## config.mk

```make
export PLATFORM = sky130hd
export DESIGN_NAME = cordic_arbiter
export DESIGN_NICKNAME = d
export VERILOG_FILES = /design/src/rtl/cordic_arbiter.sv
export SDC_FILE = /design/constraint.sdc
export NUM_CORES = 1
export LEC_CHECK = 0
export CAP_MARGIN = 0
export CORE_AREA = 4 4 152 125
export DETAILED_ROUTE_END_ITERATION = 8
export DIE_AREA = 0 0 156 129
export PLACE_DENSITY_LB_ADDON = 0.3
export SYNTH_ARGS = -nofsm -noshare
export SYNTH_HDL_FRONTEND = slang
export SYNTH_SLANG_ARGS = --single-unit
```

## constraint.sdc

```tcl
create_clock -name clk -period 3.9 [get_ports clk]
set_clock_uncertainty 0.1 [all_clocks]
set_input_delay 0.78 -clock clk [delete_from_list [all_inputs] [get_ports clk]]
set_output_delay 0.78 -clock clk [all_outputs]
set_load 0.05 [all_outputs]
```

## src/rtl/cordic_arbiter.sv

```systemverilog
// Two-requester front end for a fixed-latency CORDIC pipeline: round-robin issue,
// tag tracking alongside the pipeline, per-requester response FIFOs and credit flow control.
module cordic_arbiter #(
  parameter int INPUT_WIDTH      = 16,
  parameter int OUTPUT_WIDTH     = 16,
  parameter int ITERATION_NUMBER = 6,
  parameter int DEPTH            = 4
) (
  input  logic                    clk,
  input  logic                    rst,
  input  logic                    req0_valid,
  input  logic [INPUT_WIDTH-1:0]  req0_x,
  input  logic [INPUT_WIDTH-1:0]  req0_y,
  output logic                    req0_ready,
  input  logic                    req1_valid,
  input  logic [INPUT_WIDTH-1:0]  req1_x,
  input  logic [INPUT_WIDTH-1:0]  req1_y,
  output logic                    req1_ready,
  output logic                    pipe_valid_out,
  output logic [INPUT_WIDTH-1:0]  pipe_x,
  output logic [INPUT_WIDTH-1:0]  pipe_y,
  input  logic                    pipe_valid_in,
  input  logic [OUTPUT_WIDTH-1:0] pipe_result,
  output logic                    rsp0_valid,
  output logic [OUTPUT_WIDTH-1:0] rsp0_data,
  input  logic                    rsp0_ready,
  output logic                    rsp1_valid,
  output logic [OUTPUT_WIDTH-1:0] rsp1_data,
  input  logic                    rsp1_ready,
  output logic                    err
);
  localparam int CW = $clog2(DEPTH + 1);
  localparam int PW = (DEPTH > 1) ? $clog2(DEPTH) : 1;
  localparam logic [CW-1:0] CREDIT_MAX = CW'(DEPTH);
  localparam logic [PW-1:0] PTR_LAST   = PW'(DEPTH - 1);

  logic                    r_last_grant;
  logic [CW-1:0]           r_credit [2];
  logic                    r_pipe_valid;
  logic                    r_pipe_id;
  logic [INPUT_WIDTH-1:0]  r_pipe_x;
  logic [INPUT_WIDTH-1:0]  r_pipe_y;
  logic [ITERATION_NUMBER-1:0] r_tag_valid;
  logic [ITERATION_NUMBER-1:0] r_tag_id;
  logic [OUTPUT_WIDTH-1:0] r_mem [2][DEPTH];
  logic [PW-1:0]           r_wptr [2];
  logic [PW-1:0]           r_rptr [2];
  logic [CW-1:0]           r_count [2];
  logic                    r_err;

  logic [1:0] w_req_valid, w_rsp_ready, w_elig, w_grant, w_wr, w_pop, w_full, w_nonempty;
  logic       w_tag_valid, w_tag_id, w_err_evt;

  assign w_req_valid = {req1_valid, req0_valid};
  assign w_rsp_ready = {rsp1_ready, rsp0_ready};

  always_comb begin
    for (int n = 0; n < 2; n++) begin
      w_elig[n]     = !rst && w_req_valid[n] && (r_credit[n] != '0);
      w_full[n]     = (r_count[n] == CREDIT_MAX);
      w_nonempty[n] = !rst && (r_count[n] != '0);
    end
  end

  // On a tie, the requester that did not win last time gets the grant.
  always_comb begin
    w_grant = 2'b00;
    if (w_elig[0] && w_elig[1]) w_grant = r_last_grant ? 2'b01 : 2'b10;
    else if (w_elig[0])         w_grant = 2'b01;
    else if (w_elig[1])         w_grant = 2'b10;
  end

  assign req0_ready = w_grant[0];
  assign req1_ready = w_grant[1];

  assign w_tag_valid = r_tag_valid[ITERATION_NUMBER-1];
  assign w_tag_id    = r_tag_id[ITERATION_NUMBER-1];

  always_comb begin
    for (int n = 0; n < 2; n++) begin
      w_wr[n]  = !rst && pipe_valid_in && w_tag_valid && (w_tag_id == n[0]) && !w_full[n];
      w_pop[n] = w_nonempty[n] && w_rsp_ready[n];
    end
  end

  // Orphan results, missing results and writes into a full FIFO are all unrecoverable.
  assign w_err_evt = (pipe_valid_in != w_tag_valid) ||
                     (pipe_valid_in && w_tag_valid && w_full[w_tag_id]);

  always_ff @(posedge clk) begin
    if (rst) begin
      r_pipe_valid <= 1'b0;
      r_pipe_id    <= 1'b0;
      r_pipe_x     <= '0;
      r_pipe_y     <= '0;
      r_last_grant <= 1'b1;
      r_err        <= 1'b0;
    end else begin
      r_pipe_valid <= |w_grant;
      if (w_grant[0]) begin
        r_pipe_x <= req0_x;
        r_pipe_y <= req0_y;
      end else if (w_grant[1]) begin
        r_pipe_x <= req1_x;
        r_pipe_y <= req1_y;
      end
      if (|w_grant) begin
        r_pipe_id    <= w_grant[1];
        r_last_grant <= w_grant[1];
      end
      if (w_err_evt) r_err <= 1'b1;
    end
  end

  // Tag stage 0 follows the issue register, so the last stage lines up with pipe_valid_in.
  always_ff @(posedge clk) begin
    if (rst) begin
      r_tag_valid <= '0;
      r_tag_id    <= '0;
    end else begin
      r_tag_valid[0] <= r_pipe_valid;
      r_tag_id[0]    <= r_pipe_id;
      for (int k = 1; k < ITERATION_NUMBER; k++) begin
        r_tag_valid[k] <= r_tag_valid[k-1];
        r_tag_id[k]    <= r_tag_id[k-1];
      end
    end
  end

  always_ff @(posedge clk) begin
    for (int n = 0; n < 2; n++) begin
      if (rst) begin
        r_wptr[n]   <= '0;
        r_rptr[n]   <= '0;
        r_count[n]  <= '0;
        r_credit[n] <= CREDIT_MAX;
      end else begin
        if (w_wr[n])  r_wptr[n] <= (r_wptr[n] == PTR_LAST) ? '0 : r_wptr[n] + 1'b1;
        if (w_pop[n]) r_rptr[n] <= (r_rptr[n] == PTR_LAST) ? '0 : r_rptr[n] + 1'b1;
        r_count[n]  <= r_count[n] + CW'(w_wr[n]) - CW'(w_pop[n]);
        r_credit[n] <= r_credit[n] - CW'(w_grant[n]) + CW'(w_pop[n]);
      end
    end
  end

  always_ff @(posedge clk) begin
    for (int n = 0; n < 2; n++) begin
      if (w_wr[n]) r_mem[n][r_wptr[n]] <= pipe_result;
    end
  end

  assign pipe_valid_out = r_pipe_valid;
  assign pipe_x         = r_pipe_x;
  assign pipe_y         = r_pipe_y;
  assign rsp0_valid     = w_nonempty[0];
  assign rsp1_valid     = w_nonempty[1];
  assign rsp0_data      = r_mem[0][r_rptr[0]];
  assign rsp1_data      = r_mem[1][r_rptr[1]];
  assign err            = r_err;

endmodule

```

==> impl_metrics.tcl <==
set metrics [dict create \
    outcome "finished clean" \
    cts.sinks 196 \
    start_util_pct 44.8 \
    setup_tns_ns 0 \
    rsz0062_at_grt "no" \
    yosys_warnings 0 \
    cts_hold_buffers 0 \
    slew_viol_final 0 \
    holdPathStages 1 \
    synth_ff_type "edfxtp_1" \
    syn-num-nets 554 \
    syn_area_um2 7730 \
    clockBufferDepth 2 \
    power.density_nw_per_um2 539 \
    min_from "r_tag_id[1]" \
    first_global_vias 4933 \
    pre_cts_ws_ns 0.363 \
    root_buffer "clkbuf_16" \
    relSlewSlack_pct 30.0 \
    placed_cells 817 \
    synth_edf_count 136 \
    finalWorstSetupSlack_ns 0.447 \
    drt_iter0_drc 276 \
    ir_drop_uv 304 \
    ys_ff_latch 196 \
    worst_slew_pin_slew_ns 1.05 \
    finalHoldViolCount 0 \
    min_path_type "register to register" \
    multiInputGateArea_um2 2240 \
    reg2reg_slack_ns 1.44 \
    cts_resized 0 \
    postSynth.asyncResetShare_pct 0 \
    syn_inst 445 \
    drc 0 \
    p_leak_nw 3.50 \
    routabilityCongestion 0.749 \
    area_delta_synth_final_pct 31.8 \
    grt_pass1_wl_um 26400 \
    dp_hpwl_um 11100 \
    cp_data_arrival_time_ns 2.57 \
    cts_max_level 4 \
    r2r_cells 9 \
    fin_nets 720 \
    maxCapViolCount 0 \
    regArea_um2 5290 \
    drive_gt1_share_pct 16.8 \
    antenna_found_initial 0 \
    start_kind "register" \
    finalNonFillerCells 849 \
    path_clk_slew_ns 0.07 \
    cts_buffers 17 \
    grt_max_degree 36 \
    vias 4562 \
    clkLatencyLatePin_ns 0.42 \
    diodes 0 \
    synth.avg_cell_area_um2 17.4 \
    worstPathRequired_ns 3.02 \
    yosysTopAreaCell "edfxtp_1" \
    synth_top_area_share_pct 52.8 \
    hold_end "r_tag_id[2]" \
    dieHeight_um 129 \
    postCtsSetupBuffers 0 \
    finalCritPeriodShare_pct 88.5 \
    reg2reg_from "r_credit[1][2]" \
    core-area_um2 17300 \
    setup.worst_path.end_class "primary output" \
    max_freq_mhz 290 \
    avgRoutedWirePerCell_um 19.7 \
    ys_seq_area_share_pct 68.4 \
    critPathKind "register to primary output" \
    period_needed_ns 3.45 \
    wirelength_um 16700 \
    synth_area_leaders "edfxtp_1 53%, dfxtp_1 16%, mux4_2 9.3%" \
    path_max_fanout 12 \
    worstReg2RegEnd "r_credit[0][2]" \
    die_w_um 156 \
    cts_tree "built" \
    gr-total-overflow 0 \
    vias_per_cell 5.37 \
    io_pins 157 \
    synth.distinct_cells 40 \
    core.rowCount 43 \
    antenna_left 0 \
    setup_viol 0 \
    portBuffers 156 \
    grtUsageTotal_pct 17.2 \
    fill_cells 1317 \
    die-area_um2 20100 \
    first_pass_iters 5 \
]
==> worst max path at each step <==
| stage | startpoint | end |
|---|---|---|
| 6_report | r_rptr[1][0] | rsp1_data[15] |
| 5_1_grt | r_rptr[1][0] | rsp1_data[1] |
| 4_1_cts | r_rptr[1][0] | rsp1_data[15] |
| 3_5_place_dp | rst | pipe_x[12] |
| 3_3_place_gp | rst | pipe_x[15] |
| 2_1_floorplan | rst | r_credit[1][1] |
==> per-layer routing <==
| layer | vias to the layer above | routed length (µm) | track usage, % |
|---|---|---|---|
| met5 | - | 0 | 0 |
| met4 | 0 | 206 | 5.66 |
| met3 | 15 | 930 | 4.24 |
| met2 | 137 | 8280 | 27.9 |
| met1 | 2325 | 7290 | 23.1 |
| li1 | 2085 | - | - |
==> power by group <==
part / switching (W) / internal (W)
clock network: 0.000723 / 0.000879
registers: 0.000116 / 0.00235
logic: 0.000836 / 0.000586
total: 0.00167 / 0.00382
==> logic make-up after synthesis <==
kind of cell / count (synthesis) / synth area share (%)
buf+inv: 49 / 2.83
compound gates: 45 / 5.96
flops: 196 / 68.4
simple gates: 92 / 8.46
fa+ha+maj: 22 / 3.95
mux: 32 / 9.32
xor+xnor: 9 / 1.12
==> cells in the mapped netlist, drive strengths merged (2+ instances only) <==
| cell type | number |
|---|---|
| a211oi | 2 |
| a21oi | 2 |
| a221o | 32 |
| and2 | 8 |
| and3b | 4 |
| buf | 11 |
| clkbuf | 18 |
| dfxtp | 60 |
| edfxtp | 136 |
| fa | 4 |
| ha | 18 |
| inv | 20 |
| mux4 | 32 |
| nand2 | 3 |
| nor2 | 8 |
| nor2b | 19 |
| nor3 | 4 |
| nor3b | 6 |
| nor4b | 32 |
| or2 | 4 |
| xnor2 | 7 |
| xor2 | 2 |
==> worst max-delay path, cell delays in order (launching register included) <==
cell             delay [ns]
edfxtp_1               0.65
buf_12                 0.24
mux4_2                 0.54
clkdlybuf4s50_1        0.72
==> flip-flops by register name, indices dropped and copies added (netlist names), 4 cells and up <==
signal	count
pipe_y	16
r_credit	6
r_rptr	4
r_mem	128
r_wptr	4
pipe_x	16
r_tag_valid	6
r_tag_id	6
r_count	6
==> per-stage QoR <==
step                hold slack, ns  instance area, µm²  total power [W]  utilization, %
floorplan                    0.314                7740          0.00343               -
global placement             0.317                9640          0.00391            55.8
detailed placement           0.324                9640          0.00394            55.8
CTS                          0.339               10200          0.00555            59.0
global route                 0.360               10200          0.00574            59.0
finish                       0.336               10200          0.00549            59.0
==> cell type report <==
class / instances / area share (%)
flip-flops and latches: 196 / 51.9
repair buffers: 176 / 17.3
inverters: 20 / 0.737
clock buffers: 20 / 4.29
clock inverters: 12 / 1.04
multi-input cells: 200 / 22.0
well taps: 225 / 2.76
==> cells in the final DEF, fill, tap and decap left out, types with 2 or more instances in the layout <==
master,count
dfxtp_1,60
a211oi_1,2
a221o_1,21
nor3b_1,6
clkinv_1,2
buf_12,5
and2_1,8
a221o_2,11
clkinvlp_4,2
fa_1,4
clkbuf_16,17
nand2_1,3
and3b_1,4
nor2b_1,19
mux4_2,32
clkdlybuf4s50_1,152
nor2_1,8
ha_1,18
nor4b_1,32
or2_2,4
inv_1,20
buf_4,19
nor3_1,2
inv_6,2
clkbuf_1,3
xnor2_1,7
a21oi_1,2
clkinv_4,3
edfxtp_1,136
Note: power is estimated with default switching activity, not from simulation.
